$ cat src/rtl/booth_radix4_multiplier.sv
// -----------------------------------------------------------------------------
// booth_radix4_multiplier
//
// Sequential radix-4 Booth multiplier. It handles signed (two's complement) or
// unsigned WIDTH-bit operands and produces a 2*WIDTH-bit product.
//
// Operation
//   - Both operands are extended to WIDTH+2 bits: sign-extended in signed mode,
//     zero-extended in unsigned mode.
//   - Extending to WIDTH+2 bits lets one radix-4 Booth datapath cover both
//     modes with the same iteration count, ITER = WIDTH/2 + 1.
//   - Each CALC cycle retires one Booth digit.
//
// Ports
//   clk           rising-edge clock
//   rst           asynchronous active-high reset
//   start         request a multiplication (sampled only in IDLE)
//   signed_mode   1 = two's complement operands, 0 = unsigned (sampled with start)
//   multiplicand  operand M (sampled with start)
//   multiplier    operand Q (sampled with start)
//   busy          high while iterating (CALC)
//   done          one-cycle pulse; product valid
//   product       2*WIDTH-bit result, held until the next result is written
// -----------------------------------------------------------------------------
module booth_radix4_multiplier #(
  parameter int WIDTH = 8
) (
  input  logic               clk,
  input  logic               rst,
  input  logic               start,
  input  logic               signed_mode,
  input  logic [WIDTH-1:0]   multiplicand,
  input  logic [WIDTH-1:0]   multiplier,
  output logic               busy,
  output logic               done,
  output logic [2*WIDTH-1:0] product
);

  localparam int EXT_W = WIDTH + 2;
  localparam int ACC_W = WIDTH + 4;
  localparam int ITER  = WIDTH / 2 + 1;
  localparam int CNT_W = $clog2(ITER + 1);

  localparam logic [1:0] IDLE = 2'd0;
  localparam logic [1:0] CALC = 2'd1;
  localparam logic [1:0] DONE = 2'd2;

  logic [1:0]              state;
  logic signed [ACC_W-1:0] acc;
  logic [EXT_W-1:0]        q_reg;
  logic                    q_m1;
  logic signed [EXT_W-1:0] m_reg;
  logic [CNT_W-1:0]        cnt;

  logic signed [ACC_W-1:0] acc_sum;
  logic signed [ACC_W-1:0] acc_next;
  logic [EXT_W-1:0]        q_next;

  // Extend an operand to WIDTH+2 bits according to the requested mode.
  function automatic logic [EXT_W-1:0] extend_operand(input logic [WIDTH-1:0] v,
                                                      input logic            sgn);
    extend_operand = {{2{sgn & v[WIDTH-1]}}, v};
  endfunction

  // Booth digit selection from the triplet {Q1,Q0,Q-1}.
  // Returns 0, +/-M or +/-2M, sign-extended to the accumulator width.
  function automatic logic signed [ACC_W-1:0] booth_addend(input logic [2:0]              trip,
                                                           input logic signed [EXT_W-1:0] m);
    logic signed [ACC_W-1:0] m_ext;
    m_ext = {{2{m[EXT_W-1]}}, m};
    case (trip)
      3'b001, 3'b010: booth_addend = m_ext;
      3'b011:         booth_addend = m_ext <<< 1;
      3'b100:         booth_addend = -(m_ext <<< 1);
      3'b101, 3'b110: booth_addend = -m_ext;
      default:        booth_addend = '0;
    endcase
  endfunction

  // One iteration: add the selected multiple, then shift {A,Q,Q-1} right by 2.
  // Arithmetic shift is used so that A keeps its sign.
  always_comb begin
    acc_sum  = acc + booth_addend({q_reg[1:0], q_m1}, m_reg);
    acc_next = acc_sum >>> 2;
    q_next   = {acc_sum[1:0], q_reg[EXT_W-1:2]};
  end

  always_ff @(posedge clk or posedge rst) begin
    if (rst) begin
      state   <= IDLE;
      acc     <= '0;
      q_reg   <= '0;
      q_m1    <= 1'b0;
      m_reg   <= '0;
      cnt     <= '0;
      product <= '0;
    end else begin
      case (state)
        IDLE: begin
          if (start) begin
            state <= CALC;
            m_reg <= extend_operand(multiplicand, signed_mode);
            q_reg <= extend_operand(multiplier, signed_mode);
            acc   <= '0;
            q_m1  <= 1'b0;
            cnt   <= CNT_W'(ITER);
          end
        end
        CALC: begin
          acc   <= acc_next;
          q_reg <= q_next;
          q_m1  <= q_reg[1];
          cnt   <= cnt - 1'b1;
          if (cnt == CNT_W'(1)) begin
            state <= DONE;
            // Low 2*WIDTH bits of the final {A,Q}.
            // Q supplies WIDTH+2 bits and A supplies the remaining WIDTH-2 bits.
            product <= {acc_next[WIDTH-3:0], q_next};
          end
        end
        DONE: begin
          state <= IDLE;
        end
        default: begin
          state <= IDLE;
        end
      endcase
    end
  end

  assign busy = (state == CALC);
  assign done = (state == DONE);

endmodule

$ cat config.mk
export PLATFORM = sky130hd
export DESIGN_NAME = booth_radix4_multiplier
export DESIGN_NICKNAME = d
export VERILOG_FILES = /design/src/rtl/booth_radix4_multiplier.sv
export SDC_FILE = /design/constraint.sdc
export NUM_CORES = 1
export LEC_CHECK = 0
export CORE_MARGIN = 10
export CORE_UTILIZATION = 56
export DETAILED_ROUTE_END_ITERATION = 6
export GPL_ROUTABILITY_DRIVEN = 0
export HOLD_SLACK_MARGIN = 0.1
export PLACE_DENSITY_LB_ADDON = 0.1
export SLEW_MARGIN = 25
export SYNTH_ARGS = -nofsm -noshare
export SYNTH_HDL_FRONTEND = slang
export SYNTH_SLANG_ARGS = --single-unit
$ cat constraint.sdc
create_clock -name clk -period 4.7 [get_ports clk]
set_clock_uncertainty 0.1 [all_clocks]
set_input_delay 0.94 -clock clk [delete_from_list [all_inputs] [get_ports clk]]
set_output_delay 0.94 -clock clk [all_outputs]
set_load 0.005 [all_outputs]
==> insert_results.sql <==
INSERT INTO impl_metrics (metric_group, metric, value, unit) VALUES
('sta', 'setup_viol', '0', ''),
('layout', 'area_delta_synth_final', '16.1', '%'),
('critical_path', 'r2r_endpoint', 'acc[8]', ''),
('clock_network', 'clk-insertion-delay-late', '0.31', 'ns'),
('sta', 'maxSlewHeadroom', '45.4', '%'),
('floorplan', 'initial_utilization', '58.9', '%'),
('synth', 'syn-cell-area', '3090', 'sq um'),
('job', 'max_cap_violations', '0', ''),
('clock_network', 'cts.hold.buffers_added', '0', ''),
('critical_path', 'timing_worst_setup_path_type', 'register to register', ''),
('grt', 'grt_max_degree', '52', ''),
('clock_network', 'post_cts_repair_resize_count', '0', ''),
('synth', 'synth_seq_cells', '51', ''),
('synth', 'synth_nets', '386', ''),
('clock_network', 'cts_root_buf', 'clkbuf_8', ''),
('grt', 'grt_first_pass_wirelength', '12.2', 'mm'),
('critical_path', 'worst_setup_path_start_kind', 'register', ''),
('detailed_routing', 'dr.first_iter.drc_count', '164', ''),
('sta', 'worst-slew-pin-transition', '0.819', 'ns'),
('placement', 'dpl.cell_count', '439', ''),
('grt', 'grt_pass1_vias', '2575', ''),
('detailed_routing', 'route.antenna.remaining_nets', '0', ''),
('clock_network', 'tritoncts_num_sinks', '51', ''),
('outcome', 'outcome', 'completed', ''),
('clock_network', 'clockBufferDepth', '2', ''),
('layout', 'layout.cells.non_filler', '447', ''),
('synth', 'ys.warnings.count', '0', ''),
('floorplan', 'area_enclosed_by_the_die_boundary', '8880', 'sq um'),
('synth', 'synthCells', '351', ''),
('grt', 'gr-total-overflow', '0', ''),
('clock_network', 'postCtsSetupBuffers', '0', ''),
('placement', 'place.port_buffers', '37', ''),
('synth', 'netlist-cell-type-count', '46', ''),
('critical_path', 'cp_max_fo', '5', ''),
('layout', 'layout-drive-gt1-share', '6.90', '%'),
('power_and_ir_drop', 'vdd_drop_max', '0.427', 'mV'),
('synth', 'synth.yosys.seq_area_share', '41.3', '%'),
('detailed_routing', 'vias', '2576', ''),
('layout', 'fin_util', '68.4', '%'),
('grt', 'global_route.usage.total', '16.8', '%'),
('clock_network', 'cts-buffers-inserted', '5', ''),
('critical_path', 'critical_path_required', '4.77', 'ns'),
('layout', 'nFillCells', '447', ''),
('layout', 'largest_reg_flops', '16', ''),
('detailed_routing', 'vias_per_cell', '5.76', ''),
('detailed_routing', 'wirelength', '6.92', 'mm'),
('grt', 'antenna_found_initial', '0', ''),
('placement', 'detailedPlacementHpwl', '4.93', 'mm'),
('floorplan', 'die_y', '94.2', 'um'),
('critical_path', 'worst_setup_path_end_kind', 'register', ''),
('sta', 'fin_setup_tns', '0', 'ns'),
('synth', 'synth_area_leader_cell', 'dfrtp_1', ''),
('synth', 'synth_edf_count', '0', ''),
('floorplan', 'core_area', '5240', 'sq um'),
('sta', 'hold_violations', '0', ''),
('floorplan', 'ioPinCount', '38', ''),
('detailed_routing', 'post_drt_wl_per_cell', '15.5', 'um'),
('floorplan', 'num_rows', '26', ''),
('floorplan', 'die_w', '94.2', 'um'),
('critical_path', 'worstReg2RegStart', 'm_reg[1]', ''),
('sta', 'post-route-min-period', '3.83', 'ns'),
('detailed_routing', 'drcViolationCount', '0', ''),
('layout', 'num-nets-final', '411', ''),
('sta', 'rsz0062_at_grt', 'no', ''),
('critical_path', 'worstRegToRegCells', '16', ''),
('power_and_ir_drop', 'static-leakage-power', '0.00160', 'uW'),
('power_and_ir_drop', 'power.density', '823', 'nW/um^2'),
('sta', 'fmax', '261', 'MHz'),
('layout', 'inserted_diodes', '0', ''),
('synth', 'async_reset_ff_share', '100', '%'),
('synth', 'synth_top_cells_by_area', 'dfrtp_1, nand2_1, o21ai_0', ''),
('critical_path', 'crit_arrival', '3.90', 'ns'),
('clock_network', 'htree_levels', '2', ''),
('sta', 'final-max-slew-violation-count', '0', ''),
('clock_network', 'tritoncts', 'done', ''),
('synth', 'mean_syn_cell_area', '8.79', 'sq um'),
('detailed_routing', 'drt_pass1_iterations', '4', ''),
('critical_path', 'timing.critical_path.from', 'm_reg[1]', ''),
('synth', 'yosys.area.top_type_share', '41.3', '%'),
('critical_path', 'reg2reg_slack', '0.87', 'ns'),
('sta', 'final_min_period_over_clock_period', '81.4', '%'),
('synth', 'synth_ff_type', 'dfrtp_1', ''),
('critical_path', 'setup.worst_path.end', 'acc[8]', ''),
('clock_network', 'cts.clk_slew.worst_paths', '0.10', 'ns'),
('hold_path', 'min-delay-path-class', 'register to register', '');
-- worst min-delay path by stage --
stage | start | end | cells past startpoint
CTS | cnt[2] | cnt[2] | 1
global route | cnt[2] | cnt[2] | 1
global placement | product[2] | product[2] | 2
floorplan | cnt[2] | cnt[2] | 1
detailed placement | product[4] | product[4] | 2
finish | cnt[2] | cnt[2] | 1
-- cells in the final DEF (no fill, tap or decap), types with 8 or more instances in the layout --
cell type	Yosys	routed
nand2_1	77	77
dfrtp_1	51	51
o21ai_0	40	40
clkdlybuf4s50_1	0	37
nor2_1	15	15
ha_1	14	14
a21oi_1	13	13
o22ai_1	11	11
xor2_1	10	10
mux2i_1	9	9
inv_1	9	8
xnor2_1	8	8
-- logic make-up (layout without fill, tap and decap cells) --
group,count (synthesis),after routing,synth area share (%)
AOI/OAI and AO/OA,96,96,19.0
xor gates and xnor gates,18,18,5.11
buffers and inverters,32,58,4.70
DFF,51,51,41.3
adders and majority gates,15,15,6.32
muxes,15,15,5.11
and+or+nand+nor,124,124,18.4
-- power breakdown --
group | leakage, uW | switching, uW | internal (uW) | total, uW
Clock | 0.0000618 | 155 | 175 | 330
Combinational | 0.000909 | 928 | 801 | 1730
Sequential | 0.000634 | 239 | 654 | 893
-- synthesized netlist by cell type (2+ instances only) --
library cell  number
a211oi_1           2
a21o_1             5
a21oi_1           13
a22o_1             2
a22oi_1            2
a31oi_1            6
a32oi_1            2
buf_2              2
buf_6              3
clkbuf_1          16
clkinv_1           2
dfrtp_1           51
ha_1              14
inv_1              9
mux2_2             6
mux2i_1            9
nand2_1           77
nand2b_1           7
nand3_1            7
nor2_1            15
nor2b_1            2
nor3_1             2
o21ai_0           40
o22ai_1           11
o31a_1             2
o31ai_1            2
o32ai_1            2
or2_2              3
or3_1              4
xnor2_1            8
xor2_1            10
-- routing by layer --
metal / vias to the layer above / GRT usage, % / routed length (um)
li1: 1278 / - / -
met1: 1231 / 21.1 / 3150
met2: 54 / 26.0 / 3200
met3: 13 / 5.12 / 422
met4: 0 / 7.22 / 152
met5: - / 0 / 0
-- layout make-up --
type / count / area (sq um) / area share, %
sequential: 51 / 1280 / 35.6
timing repair buffer: 39 / 385 / 10.8
inverter: 11 / 43.8 / 1.22
multi-input combinational: 268 / 1670 / 46.6
tap: 70 / 87.6 / 2.44
clock inverter: 2 / 38.8 / 1.08
clock buffer: 6 / 82.6 / 2.30
-- per-stage QoR --
stage	instance area, sq um	hold WS, ns	total power (uW)	setup slack, ns
after floorplan	3090	0.340	2180	1.25
after global placement	3460	0.360	2580	1.07
after detailed placement	3460	0.362	2620	0.913
after CTS	3580	0.379	2970	0.880
after global routing	3580	0.398	3240	0.556
final	3580	0.380	2950	0.873
-- worst max-delay path: stages, from the launching register on --
cell and delay [ns]:
dfrtp_1 0.41, inv_1 0.11, ha_1 0.22, or3b_2 0.51, nor3_1 0.26, xnor2_1 0.10, a21oi_1 0.15, o21ai_0 0.11
o21ai_0 0.08, a21oi_1 0.09, ha_1 0.39, a21o_1 0.21, or3_1 0.30, o221a_2 0.23, a21oi_1 0.18, xor2_1 0.16
o21ai_0 0.08
Power figures use the tool's default switching activity.
